--- src/rtl/cpu_pkg.sv ---
// Shared CPU definitions: sequencer state encodings, PC step and NOP word.
package cpu_pkg;

    typedef enum logic [1:0] {
        ST_RUN      = 2'd0,
        ST_LU_STALL = 2'd1,
        ST_MD_WAIT  = 2'd2
    } seq_state_t;

    localparam int unsigned PC_STEP = 4;
    localparam logic [31:0] NOP     = 32'h0000_0000;

endpackage

--- src/rtl/lu_hazard_detect.sv ---
// Load-use hazard compare: a load in EX writes a register the ID instruction reads.
module lu_hazard_detect (
    input  logic       memread,
    input  logic [4:0] ex_rt,
    input  logic [4:0] id_rs,
    input  logic [4:0] id_rt,
    output logic       hazard
);

    // r0 is hardwired zero, so a load into it never creates a dependency
    assign hazard = memread && (ex_rt != 5'd0)
                  && ((ex_rt == id_rs) || (ex_rt == id_rt));

endmodule

--- src/rtl/pc_stall_ctrl.sv ---
// PC sequencer: next-PC select, PC/pipeline enables and flushes for
// load-use, branch, jump and multi-cycle mult/div hazards.
module pc_stall_ctrl #(
    parameter int MD_CYCLES = 32,
    parameter int PC_STEP   = cpu_pkg::PC_STEP
) (
    input  logic        clk,
    input  logic        rst,
    input  logic [31:0] pc_in,
    input  logic        jump,
    input  logic [31:0] jump_target,
    input  logic        branch_taken,
    input  logic [31:0] branch_target,
    input  logic        idex_memread,
    input  logic [4:0]  idex_rt,
    input  logic [4:0]  ifid_rs,
    input  logic [4:0]  ifid_rt,
    input  logic        md_start,
    output logic [31:0] pc_next,
    output logic        pc_en,
    output logic        ifid_en,
    output logic        idex_en,
    output logic        ifid_flush,
    output logic        idex_flush,
    output logic        exmem_flush,
    output logic        md_busy
);

    import cpu_pkg::*;

    seq_state_t  st, st_nx;
    logic [7:0]  cnt, cnt_nx;
    logic        md_seen, md_seen_nx;
    logic        lu_hazard;
    logic [31:0] pc_seq;
    logic [31:0] pc_raw;

    lu_hazard_detect u_lu (
        .memread (idex_memread),
        .ex_rt   (idex_rt),
        .id_rs   (ifid_rs),
        .id_rt   (ifid_rt),
        .hazard  (lu_hazard)
    );

    assign pc_seq  = pc_in + 32'(PC_STEP);
    assign pc_next = {pc_raw[31:2], 2'b00};

    always_comb begin
        pc_raw      = pc_seq;
        pc_en       = 1'b1;
        ifid_en     = 1'b1;
        idex_en     = 1'b1;
        ifid_flush  = 1'b0;
        idex_flush  = 1'b0;
        exmem_flush = 1'b0;
        md_busy     = 1'b0;
        st_nx       = ST_RUN;
        cnt_nx      = cnt;

        if (rst) begin
            pc_raw      = 32'd0;
            pc_en       = 1'b0;
            ifid_en     = 1'b0;
            idex_en     = 1'b0;
            ifid_flush  = 1'b1;
            idex_flush  = 1'b1;
            exmem_flush = 1'b1;
            cnt_nx      = 8'd0;
        end else begin
            unique case (st)
                ST_RUN: begin
                    if (branch_taken) begin
                        pc_raw     = branch_target;
                        ifid_flush = 1'b1;
                        idex_flush = 1'b1;
                    end else if (md_start && !md_seen) begin
                        pc_en       = 1'b0;
                        ifid_en     = 1'b0;
                        idex_en     = 1'b0;
                        exmem_flush = 1'b1;
                        cnt_nx      = 8'(MD_CYCLES - 2);
                        st_nx       = ST_MD_WAIT;
                    end else if (lu_hazard) begin
                        pc_en      = 1'b0;
                        ifid_en    = 1'b0;
                        idex_flush = 1'b1;
                        st_nx      = ST_LU_STALL;
                    end else if (jump) begin
                        pc_raw     = jump_target;
                        ifid_flush = 1'b1;
                    end
                end
                ST_LU_STALL: begin
                    // EX holds the bubble, so only the ID-side jump matters
                    if (jump) begin
                        pc_raw     = jump_target;
                        ifid_flush = 1'b1;
                    end
                end
                ST_MD_WAIT: begin
                    pc_en       = 1'b0;
                    ifid_en     = 1'b0;
                    idex_en     = 1'b0;
                    exmem_flush = 1'b1;
                    md_busy     = 1'b1;
                    if (cnt != 8'd0) begin
                        cnt_nx = cnt - 8'd1;
                        st_nx  = ST_MD_WAIT;
                    end
                end
                default: st_nx = ST_RUN;
            endcase
        end

        // The mult/div still sits in EX on the first RUN cycle after the wait
        if (rst)
            md_seen_nx = 1'b0;
        else if (st == ST_MD_WAIT && cnt == 8'd0)
            md_seen_nx = 1'b1;
        else if (idex_en)
            md_seen_nx = 1'b0;
        else
            md_seen_nx = md_seen;
    end

    always_ff @(posedge clk) begin
        st      <= st_nx;
        cnt     <= cnt_nx;
        md_seen <= md_seen_nx;
    end

endmodule

--- config.mk ---
export PLATFORM = sky130hd
export DESIGN_NAME = pc_stall_ctrl
export DESIGN_NICKNAME = d
export VERILOG_FILES = /design/src/rtl/cpu_pkg.sv /design/src/rtl/lu_hazard_detect.sv /design/src/rtl/pc_stall_ctrl.sv
export SDC_FILE = /design/constraint.sdc
export NUM_CORES = 1
export LEC_CHECK = 0
export CAP_MARGIN = 0
export CORE_UTILIZATION = 41
export CTS_CLUSTER_SIZE = 40
export DETAILED_ROUTE_END_ITERATION = 6
export GPL_TIMING_DRIVEN = 0
export PLACE_DENSITY_LB_ADDON = 0.12
export SLEW_MARGIN = 20
export SYNTH_ARGS = -nofsm -noshare
export SYNTH_HDL_FRONTEND = slang
export SYNTH_SLANG_ARGS = --single-unit
--- constraint.sdc ---
create_clock -name clk -period 4.46 [get_ports clk]
set_input_delay 0.669 -clock clk [delete_from_list [all_inputs] [get_ports clk]]
set_output_delay 0.669 -clock clk [all_outputs]
set_load 0.01 [all_outputs]
# After elaboration in Yosys (flattened, before gate mapping)
# Cells that the tools add are included.
[word_totals]
word_cells = 68
ff_bits = 11
out_inout_bits = 39
[op_classes]
reduce_logical = 13
n_addsub = 2
muxes = 43
eq_ne = 7
[ops]
columns = ["cell", "n"]
rows = [
  ["two-way mux 32 bit", 5],
  ["one-hot mux 32 bit (2 select lines)", 1],
  ["adder 32 x 3 -> 32 bit, second input constant", 1],
  ["two-way mux 1 bit", 25],
  ["two-way mux 8 bit", 3],
  ["one-hot mux 8 bit (2 select lines)", 1],
  ["== test 5 bit", 2],
  ["logical NOT 8 bit", 1],
  ["one-hot mux 1 bit (2 select lines)", 4],
  ["nonzero test 8 bit", 1],
  ["subtractor 8 x 1 -> 8 bit, second input constant", 1],
  ["two-way mux 2 bit", 3],
  ["!= test 2 bit, second input constant", 3],
  ["nonzero test 5 bit", 1],
  ["logical AND 1 bit", 4],
  ["one-hot mux 2 bit (2 select lines)", 1],
  ["AND reduction 4 bit", 1],
  ["nonzero test 2 bit", 2],
  ["== test 2 x 1 -> 1 bit, second input constant", 1],
  ["== test 2 bit, second input constant", 1],
  ["logical NOT 2 bit", 1],
  ["logical NOT 1 bit", 1],
  ["logical OR 1 bit", 1],
]

# Longest topological paths before layout
# Gate-level depths: netlist of the first run.
[logic_depth]
ltp_word = 8
ltp_mapped = 8
mapped_depth_nobuf = 8

# By module
# Synthesis of the first run repeated with hierarchy kept, for this count alone.
[hier_totals]
hier_cells = 290
area_unflattened_um2 = 2067.0
[by_module_without_submodules]
columns = ["module", "cells_each", "instances", "area_each_um2", "seq_area_each_um2"]
rows = [
  ["pc_stall_ctrl", 273, 1, 1941.9, 220.2],
  ["lu_hazard_detect", 17, 1, 125.1, 0.0],
]

# Worst setup path after synthesis of the first run
# OpenSTA, ideal clock, no wires.
[synth_timing]
kind = "input to output"
startpoint = "input port pc_in[2]"
endpoint = "output port pc_next[12]"
cell_stages = 7
arrival_time_ns = 2.326
path_slack_ns = 1.465
path_cell_list = "ha_1 nand4_4 or3_4 xnor2_2 nor2_1 or4b_1 o211ai_2"
[synth_via]
elab_chain_cells = 7
[synth_rtl]
columns = ["element", "line", "rtl"]
rows = [
  ["start, declared", "pc_stall_ctrl.sv:9", "input logic [31:0] pc_in,"],
  ["adder 32 x 3 -> 32 bit (*)", "pc_stall_ctrl.sv:46", "assign pc_seq = pc_in + 32'(PC_STEP);"],
  ["two-way mux 32 bit", "pc_stall_ctrl.sv:89, pc_stall_ctrl.sv:96", ""],
  ["two-way mux 32 bit", "pc_stall_ctrl.sv:84", "end else if (lu_hazard) begin"],
  ["two-way mux 32 bit", "pc_stall_ctrl.sv:77", "end else if (md_start && !md_seen) begin"],
  ["two-way mux 32 bit", "pc_stall_ctrl.sv:73", "if (branch_taken) begin"],
  ["one-hot mux 32 bit (2 select lines) (*)", "pc_stall_ctrl.sv:71", "unique case (st)"],
  ["two-way mux 32 bit (*)", "pc_stall_ctrl.sv:61", "if (rst) begin"],
  ["end, declared", "pc_stall_ctrl.sv:19", "output logic [31:0] pc_next,"],
]
# Every way passes the cells marked *; elsewhere a longest branch is shown, timed or not.

# Final worst setup path of the first run
# Ends and elaborated chain as after synthesis.

==> summary.txt, run 1 <==
core area: 5890 sq um
Yosys warning count: 0
RSZ-0062 raised after global routing: false
Avg WL per Cell: 17.6 um
total power: 709 uW
status: completed
die extent in x: 79.9 um
first-pass GRT wire length: 16000 um
crit path max fanout: 6
area leader, netlist: xor2_1
nets: 629
ant diodes: 0
ys flop type: dfxtp_1
Synth Instances: 358
Reg power frac: 17.5%
most frequent cells in the layout: clkdlybuf4s50_1, nor2_1, a21oi_1
CTS root buffer: clkbuf_8
Synth Area per Inst: 6.95 sq um
worst path arrival time: 3600 ps
layout cells sized above 1: 4.91%
Comb power frac: 68.1%
largest family of logic cells by synthesized area: compound AO/OA/AOI/OAI gates
met2 global-route usage: 56.2%
# IOs: 156
Fin. Hold Viols: 0
Filler cells: 509
GR peak layer: met2
Distinct cells, synth: 59
Post-synth ARST share: 0%
dpl hpwl: 8000 um
Skew-Pair Late Insertion Delay: 240 ps
worst hold path type: flip-flop to flip-flop
Area Overhead vs Synth: 64.5%
Via density: 6.20
FP Rows: 28
GR Overflow Total: 0
Worst Tran Pin Value: 1000 ps
CP required: 3790 ps
area share of fa/ha/maj cells after synthesis: 1.01%
Pins Over Slew Limit: 0
CTS tree: built
Clock power frac: 14.4%
Switching Power: 281 uW
GR Util All Layers: 31.7%
Num CTS Buffers: 3
routability cong.: 0.903
CTS H-tree lvls: 1
flops & latches, synth: 11
drc violations: 0
setup TNS: 0 ps
XOR/XNOR share of the synthesized area: 15.4%
Synth Area in Simple Gates: 31.0%
Max Cap Viol: 0
FF-to-FF setup slack: 2410 ps
pin count of the biggest net entering global routing: 11
Max-slew headroom: 32.7%
Max VDD drop: 197 uV
IO Port Bufs: 146
initial antenna violation count: 0
FMAX: 0.234 GHz
mux contribution to synthesized area: 2.82%
Final setup violation count: 0
Mapped Area: 2490 sq um
ratio of final minimum period to clock period: 95.7%
commonest non-fill, non-tap cell in the layout: clkdlybuf4s50_1
P_leak: 0.00151 uW
CTS clk-pin slew, worst paths: 50 ps
compound-cell area share of the yosys netlist: 32.6%
Post-Route Skew: 1.15 ps
Post-DRT Antenna Nets: 0
vias: 3621
CTS Buffer Depth: 2
final wirelength: 10300 um
Synth top area share: 9.50%
GRT met1 Usage: 38.5%
Die Ht: 79.9 um
element type at the critical path end: primary output
cts hold-fix bufs: 0
Seq/Total Area, Yosys: 8.85%
internal power: 428 uW
post-CTS sizing: 0
switching fraction of total power: 39.7%
DIE AREA: 6390 sq um
hold_ws: 462 ps
ranking of synthesized cells by area: xor2_1, dfxtp_1, o311a_1
vias in the first global route: 3477
minimum clock period: 4270 ps
Starting DRT DRC Count: 251
clock sinks: 11
crit path launch type: input port
Post-synth EDFFs: 0
Starting Density: 42.3%
worst setup path class: input port to primary output
P per Cell Area: 173 nW/um^2
Post-CTS Setup Inserts: 0
GR Layer Usage met3: 4.80%
Pre-antenna DRT Iters: 5
==> per-layer routing <==
metal | vias to the layer above | share of wire (%)
met2 | 237 | 48
met1 | 1687 | 39
met5 | - | 0
met4 | 0 | 2.6
li1 | 1664 | -
met3 | 33 | 9.8
==> cells by family (layout without fill, tap and decap cells) <==
logic type	after synthesis	count (layout)
other	1	2
adder cells (fa/ha/maj)	2	2
XOR/XNOR	43	43
AND/OR/NAND/NOR	142	142
multiplexers	7	7
flip-flops	11	11
AO/OA/AOI/OAI	113	113
buffers and inverters	39	189
==> flip-flops by register name (all words and copies together) (netlist names) <==
register,flops
st,2
cnt,8
md_seen,1
==> metrics by stage <==
| stage | cells | setup WS, ps | util (%) | cell area [sq um] |
|---|---|---|---|---|
| detailed placement | 580 | 210 | 68.8 | 4050 |
| floorplan | 359 | 1470 | - | 2490 |
| finish | 584 | 190 | 69.5 | 4090 |
| CTS | 584 | 198 | 69.5 | 4090 |
| global route | 584 | 17.6 | 69.5 | 4090 |
| global placement | 580 | 233 | 68.8 | 4050 |
==> worst max-delay path: stages <==
cell and delay, ps:
clkdlybuf4s50_1 580, ha_1 290, nand4_4 160, or3_4 450, xnor2_2 170, nor2_1 70
or4b_1 500, o211ai_2 140, clkdlybuf4s50_1 560
==> power groups by stage <==
stage	logic, uW	clock network, uW	registers, uW
2_1_floorplan	239	0	122
3_3_place_gp	463	0	124
3_5_place_dp	473	0	125
4_1_cts	476	103	123
5_1_grt	519	110	126
6_report	483	102	124
==> Yosys cell counts, drive strengths merged (9+ instances only) <==
library cell	n
nor2	36
a21oi	30
nand3	29
xor2	27
clkbuf	22
nand2	20
o21ai	17
o311a	16
xnor2	16
nor3	15
dfxtp	11
o22ai	11
o221ai	10
inv	9
==> area by class of cell <==
type | count | area, sq um | share of cell area (%)
multi-input cells | 309 | 2070 | 50.6
plain buffers | 29 | 165 | 4.04
well taps | 75 | 93.8 | 2.29
repair buffers | 146 | 1460 | 35.7
inverters | 10 | 37.5 | 0.917
flip-flops and latches | 11 | 220 | 5.38
clock buffers | 4 | 45.0 | 1.10
==> path summary, 6_finish.rpt <==
check,start,end,cells after the start
worst max-delay path,pc_in[2],pc_next[12],9
worst min-delay path,md_seen,md_seen,1
worst max register to register,cnt[3],cnt[3],6
worst min register to register,md_seen,md_seen,1
(Power assumes the default switching activity.)
==> run 2, diff against run 1 <==
--- a/config.mk
+++ b/config.mk
@@ -11,6 +11,7 @@
 export DETAILED_ROUTE_END_ITERATION = 6
 export GPL_TIMING_DRIVEN = 0
 export PLACE_DENSITY_LB_ADDON = 0.12
+export SKIP_CTS_REPAIR_TIMING = 1
 export SLEW_MARGIN = 20
 export SYNTH_ARGS = -nofsm -noshare
 export SYNTH_HDL_FRONTEND = slang
==> results of run 2 <==
Same layout as run 1: the final DEF is identical, and so are final timing and power.
==> patch 1, RTL diff (config.mk and constraints of run 1) <==
The 3 states of `seq_state_t` get a one-hot encoding in 3 bits.
--- a/src/rtl/cpu_pkg.sv
+++ b/src/rtl/cpu_pkg.sv
@@ -3,6 +3,6 @@
 
-    typedef enum logic [1:0] {
-        ST_RUN      = 2'd0,
-        ST_LU_STALL = 2'd1,
-        ST_MD_WAIT  = 2'd2
+    typedef enum logic [2:0] {
+        ST_RUN      = 3'b001,
+        ST_LU_STALL = 3'b010,
+        ST_MD_WAIT  = 3'b100
     } seq_state_t;
Check against the original RTL: same outputs for any inputs over 10 cycles, from zero or initial values and one cycle with rst high; not proved beyond that.
==> patch 1 against run 1 <==
- power up 1.2%
- die area grew 14%
- clock skew grew 1.6 ps
- area after synthesis rose by 15%
- wire length increased by 20%
- final cell count increased by 14%
- worst setup slack lost 100 ps
- sequential share of layout area is 0.077 points lower
- non-clock buffer count down 2
- global-route usage increased by 1.2 points
- sequential cell count up 1
- synthesized cell count grew 21%
- design area is 11% higher
- critical endpoint is now pc_next[24]
- largest power group unchanged
==> patch 1: results (changes against run 1) <==
[status]
status=completed

[finish]
fin_nets=705  ; +12%
reg.largest.list=cnt x8, st x3, md_seen x1

[global_route]
use_met1_pct=41.53  ; +3.0 points
use_met3_pct=3.988  ; -0.81 points
grt_pass1_wl_mm=19.15  ; +19%
grt_pass1_vias=3921  ; +13%

[synth]
synthMuxAreaShare_pct=1.840  ; -0.98 points
netlist_top_cells_count=46 x nor2_1, 38 x nand2_1, 36 x nand3_1
synth_fa_ha_area_share_pct=0.8760  ; -0.13 points
synth_cell_type_count=69  ; +17%
synth_xor_area_share_pct=13.49  ; -1.9 points
ys_seq_area_share_pct=8.410  ; -0.44 points
yosys-top-cells-area=xnor2_1 8.6%, dfxtp_1 8.4%, nand3_1 6.3%

[worst_setup_path]
rr_endpoint=cnt[7]
rrSetupSlack_ps=2190  ; -220 ps
r2r_cells=7  ; +1
critPathMaxFanout=5  ; -1
critPathArrivalTime_ps=3700  ; +100 ps

[power_and_ir_drop]
p_sw_uw=281.3  ; about the same
ir_drop_uv=104.4  ; -47%
pwr-share-seq_pct=16.9  ; -0.6 points

[placed_design]
dp_slack_ps=26.48  ; -183.2 ps
place_congestion=0.9070  ; +0.45%
hpwl_mm=9.828  ; +23%

[timing]
clock_skew_ps=2.794  ; +1.639 ps
worstMarginPinSlew_ps=862.1  ; -139.9 ps

[route]
drt_iter0_markers=426  ; +70%
routed_via_density=6.174  ; -0.42%

==> patch 1: cell count changes after synthesis, sizes merged, moves of 10 or more <==
cell	run 1	this run
nand2	20	38
o311a	16	0
nor2	36	48
xnor2	16	28
xor2	27	16
a22oi	1	11
==> patch 1: through the flow <==
stage | instance area [um2] | cells | util (%) | power (mW)
floorplan | 2860 | 433 | - | 0.3475
global placement | 4412 | 658 | 65.30 | 0.5857
detailed placement | 4412 | 658 | 65.30 | 0.5902
CTS | 4467 | 662 | 66.11 | 0.7096
global route | 4529 | 665 | 67.04 | 0.7592
finish | 4529 | 665 | 67.04 | 0.7183
==> patch 1: cell type report <==
| cell class | instances | area (um2) |
|---|---|---|
| multi-input combinational | 389 | 2522 |
| fill | 609 | 2227 |
| timing repair buffer | 148 | 1474 |
| inverter | 7 | 26.28 |
| sequential | 12 | 240.2 |
| clock buffer | 4 | 55.05 |
| tap | 80 | 100.1 |
| buffer | 25 | 111.4 |
==> patch 1: how the worst max path moves through the flow <==
stage                    start     endpoint  slack [ps]  cells past startpoint
CTS                   pc_in[2]  pc_next[20]           8                     10
floorplan           idex_rt[3]   pc_next[6]        1410                      6
global placement     pc_in[18]  pc_next[24]          80                      9
global route          pc_in[2]  pc_next[20]          10                     10
finish               pc_in[18]  pc_next[24]          90                      9
detailed placement    pc_in[2]  pc_next[20]          30                     10
==> patch 1: critical path, cell delays in order <==
cell and delay, ps:
clkdlybuf4s50_1 570, nand4_1 250, nor4_4 430, nand4_1 200
xor2_2 220, a21oi_2 180, a2111oi_1 100, a2111oi_2 450
clkdlybuf4s50_1 620
==> patch 1: repair_timing <==
action / in CTS / in global routing
setup endpoints to repair: 0 / 5
gates resized for setup: 0 / 6
endpoints found under the hold margin: 0 / 0
setup buffers: 0 / 3
==> patch 2, RTL diff (settings of run 1) <==
Without the edit above. The parameter `MD_CYCLES` goes from 32 to 31.
--- a/src/rtl/pc_stall_ctrl.sv
+++ b/src/rtl/pc_stall_ctrl.sv
@@ -3,3 +3,3 @@
 module pc_stall_ctrl #(
-    parameter int MD_CYCLES = 32,
+    parameter int MD_CYCLES = 31,
     parameter int PC_STEP   = cpu_pkg::PC_STEP
Formal check against the unedited RTL: no difference found for any inputs over 10 cycles, from zero or initial values and one cycle with rst high; that may be too few to reach the edited logic, so the function may still have changed.
==> patch 2 against run 1 <==
- critical path depth did not move
- count of clock-buffer cells in the layout decreased by 1
- non-clock buffer count grew 1
- power up 0.95%
- design area fell by 0.18%
- final cell count up 0.17%
- global-route usage decreased by 0.33 points
- worst setup slack lost 53 ps
- area after synthesis shrank 0.20%
- wire length up 0.78%
- sequential cell count is the same
- first-iteration DRC count up 36%
- critical path type unchanged
- critical endpoint is now pc_next[14]
- largest cell class unchanged
- highest routed layer unchanged
==> patch 2: results (changes against run 1) <==
[placed_design]
place_congestion=0.9369  ; +3.8%
dp_slack_ps=207.5  ; -2.191 ps
hpwl_mm=8.033  ; +0.47%
placed_area_um2=4039  ; -0.22%

[route]
routed_via_density=6.125  ; -1.2%
num_vias=3583  ; -1.0%
met2_length_mm=5.020  ; +1.3%
wl_met3_mm=1.023  ; +1.8%
drt_iter0_markers=341  ; +36%
drt-total-wl_mm=10.37  ; +0.78%

[worst_setup_path]
critPathMaxFanout=8  ; +2
r2r-start=st[0]
critPathArrivalTime_ps=3650  ; +50 ps
rr_endpoint=st[0]
rrSetupSlack_ps=2330  ; -80 ps
path_delay_family=buffers and inverters
cp-endpoint=pc_next[14]
slowest_delay_ps=620  ; +40 ps

[global_route]
use_met3_pct=4.686  ; -0.11 points
grt_pass1_vias=3429  ; -1.4%
grt_pass1_wl_mm=15.95  ; -0.65%
globalRouteTotalUtil_pct=31.38  ; -0.33 points

[timing]
relSlewSlack_pct=56.01  ; +23 points
fin_ws_ps=137.4  ; -52.58 ps

[finish]
seq_area_share_pct=5.390  ; +0.0099 points
drive_gt1_share_pct=4.483  ; -0.43 points
fin_nets=633  ; +0.64%
buffer_area_share_pct=38.93  ; -0.82 points
multi_input_gates=308  ; -0.32%
fill_cells=506  ; -0.59%
n_all_inverters=14  ; +4
clk_share_pct=1.133  ; +0.033 points
buffers=176  ; +0.57%
clock_buffers=3  ; -1

[synth]
synthMuxAreaShare_pct=3.627  ; +0.81 points
ys_seq_area_share_pct=8.866  ; +0.018 points
synth_xor_area_share_pct=15.82  ; +0.38 points
yosys-top-cells-area=dfxtp_1 8.9%, xor2_1 8.1%, xnor2_1 7.1%
synth_fa_ha_area_share_pct=1.008  ; +0.0020 points
syn_avg_cell_area_um2=6.861  ; -1.3%

[status]
status=completed

[power_and_ir_drop]
ir_drop_uv=265.8  ; +35%

[patch 2: cell types whose count changed after synthesis, sizes merged, moves of 5 or more]
cell	delta
o221ai	-10
o22ai	+9
o21ai	-8
o21bai	+7
a211oi	+6
a21oi	-6
nand3	-6
o311a	-6
a221o	+5
a311oi	+5
and3	+5
inv	+5
[patch 2: worst min path at each step]
stage	endpoint	slack, ps	depth (start not counted)
2_1_floorplan	cnt[7]	480	2
3_3_place_gp	cnt[7]	500	2
3_5_place_dp	cnt[6]	510	2
4_1_cts	cnt[6]	530	2
5_1_grt	cnt[6]	550	2
6_report	cnt[6]	530	2
[patch 2: where the power goes]
part	switching [mW]	internal (mW)	total (mW)
Sequential	0.0173	0.112	0.130
Combinational	0.230	0.257	0.487
Clock	0.0381	0.0614	0.0995
[patch 2: kinds of logic (layout without fill, tap and decap cells)]
group           Yosys count  after routing
simple gates            135            135
compound gates          116            116
xor+xnor                 44             44
buf+inv                  44            194
flops                    11             11
mux                       9              9
fa+ha+maj                 2              2
other cells               1              2
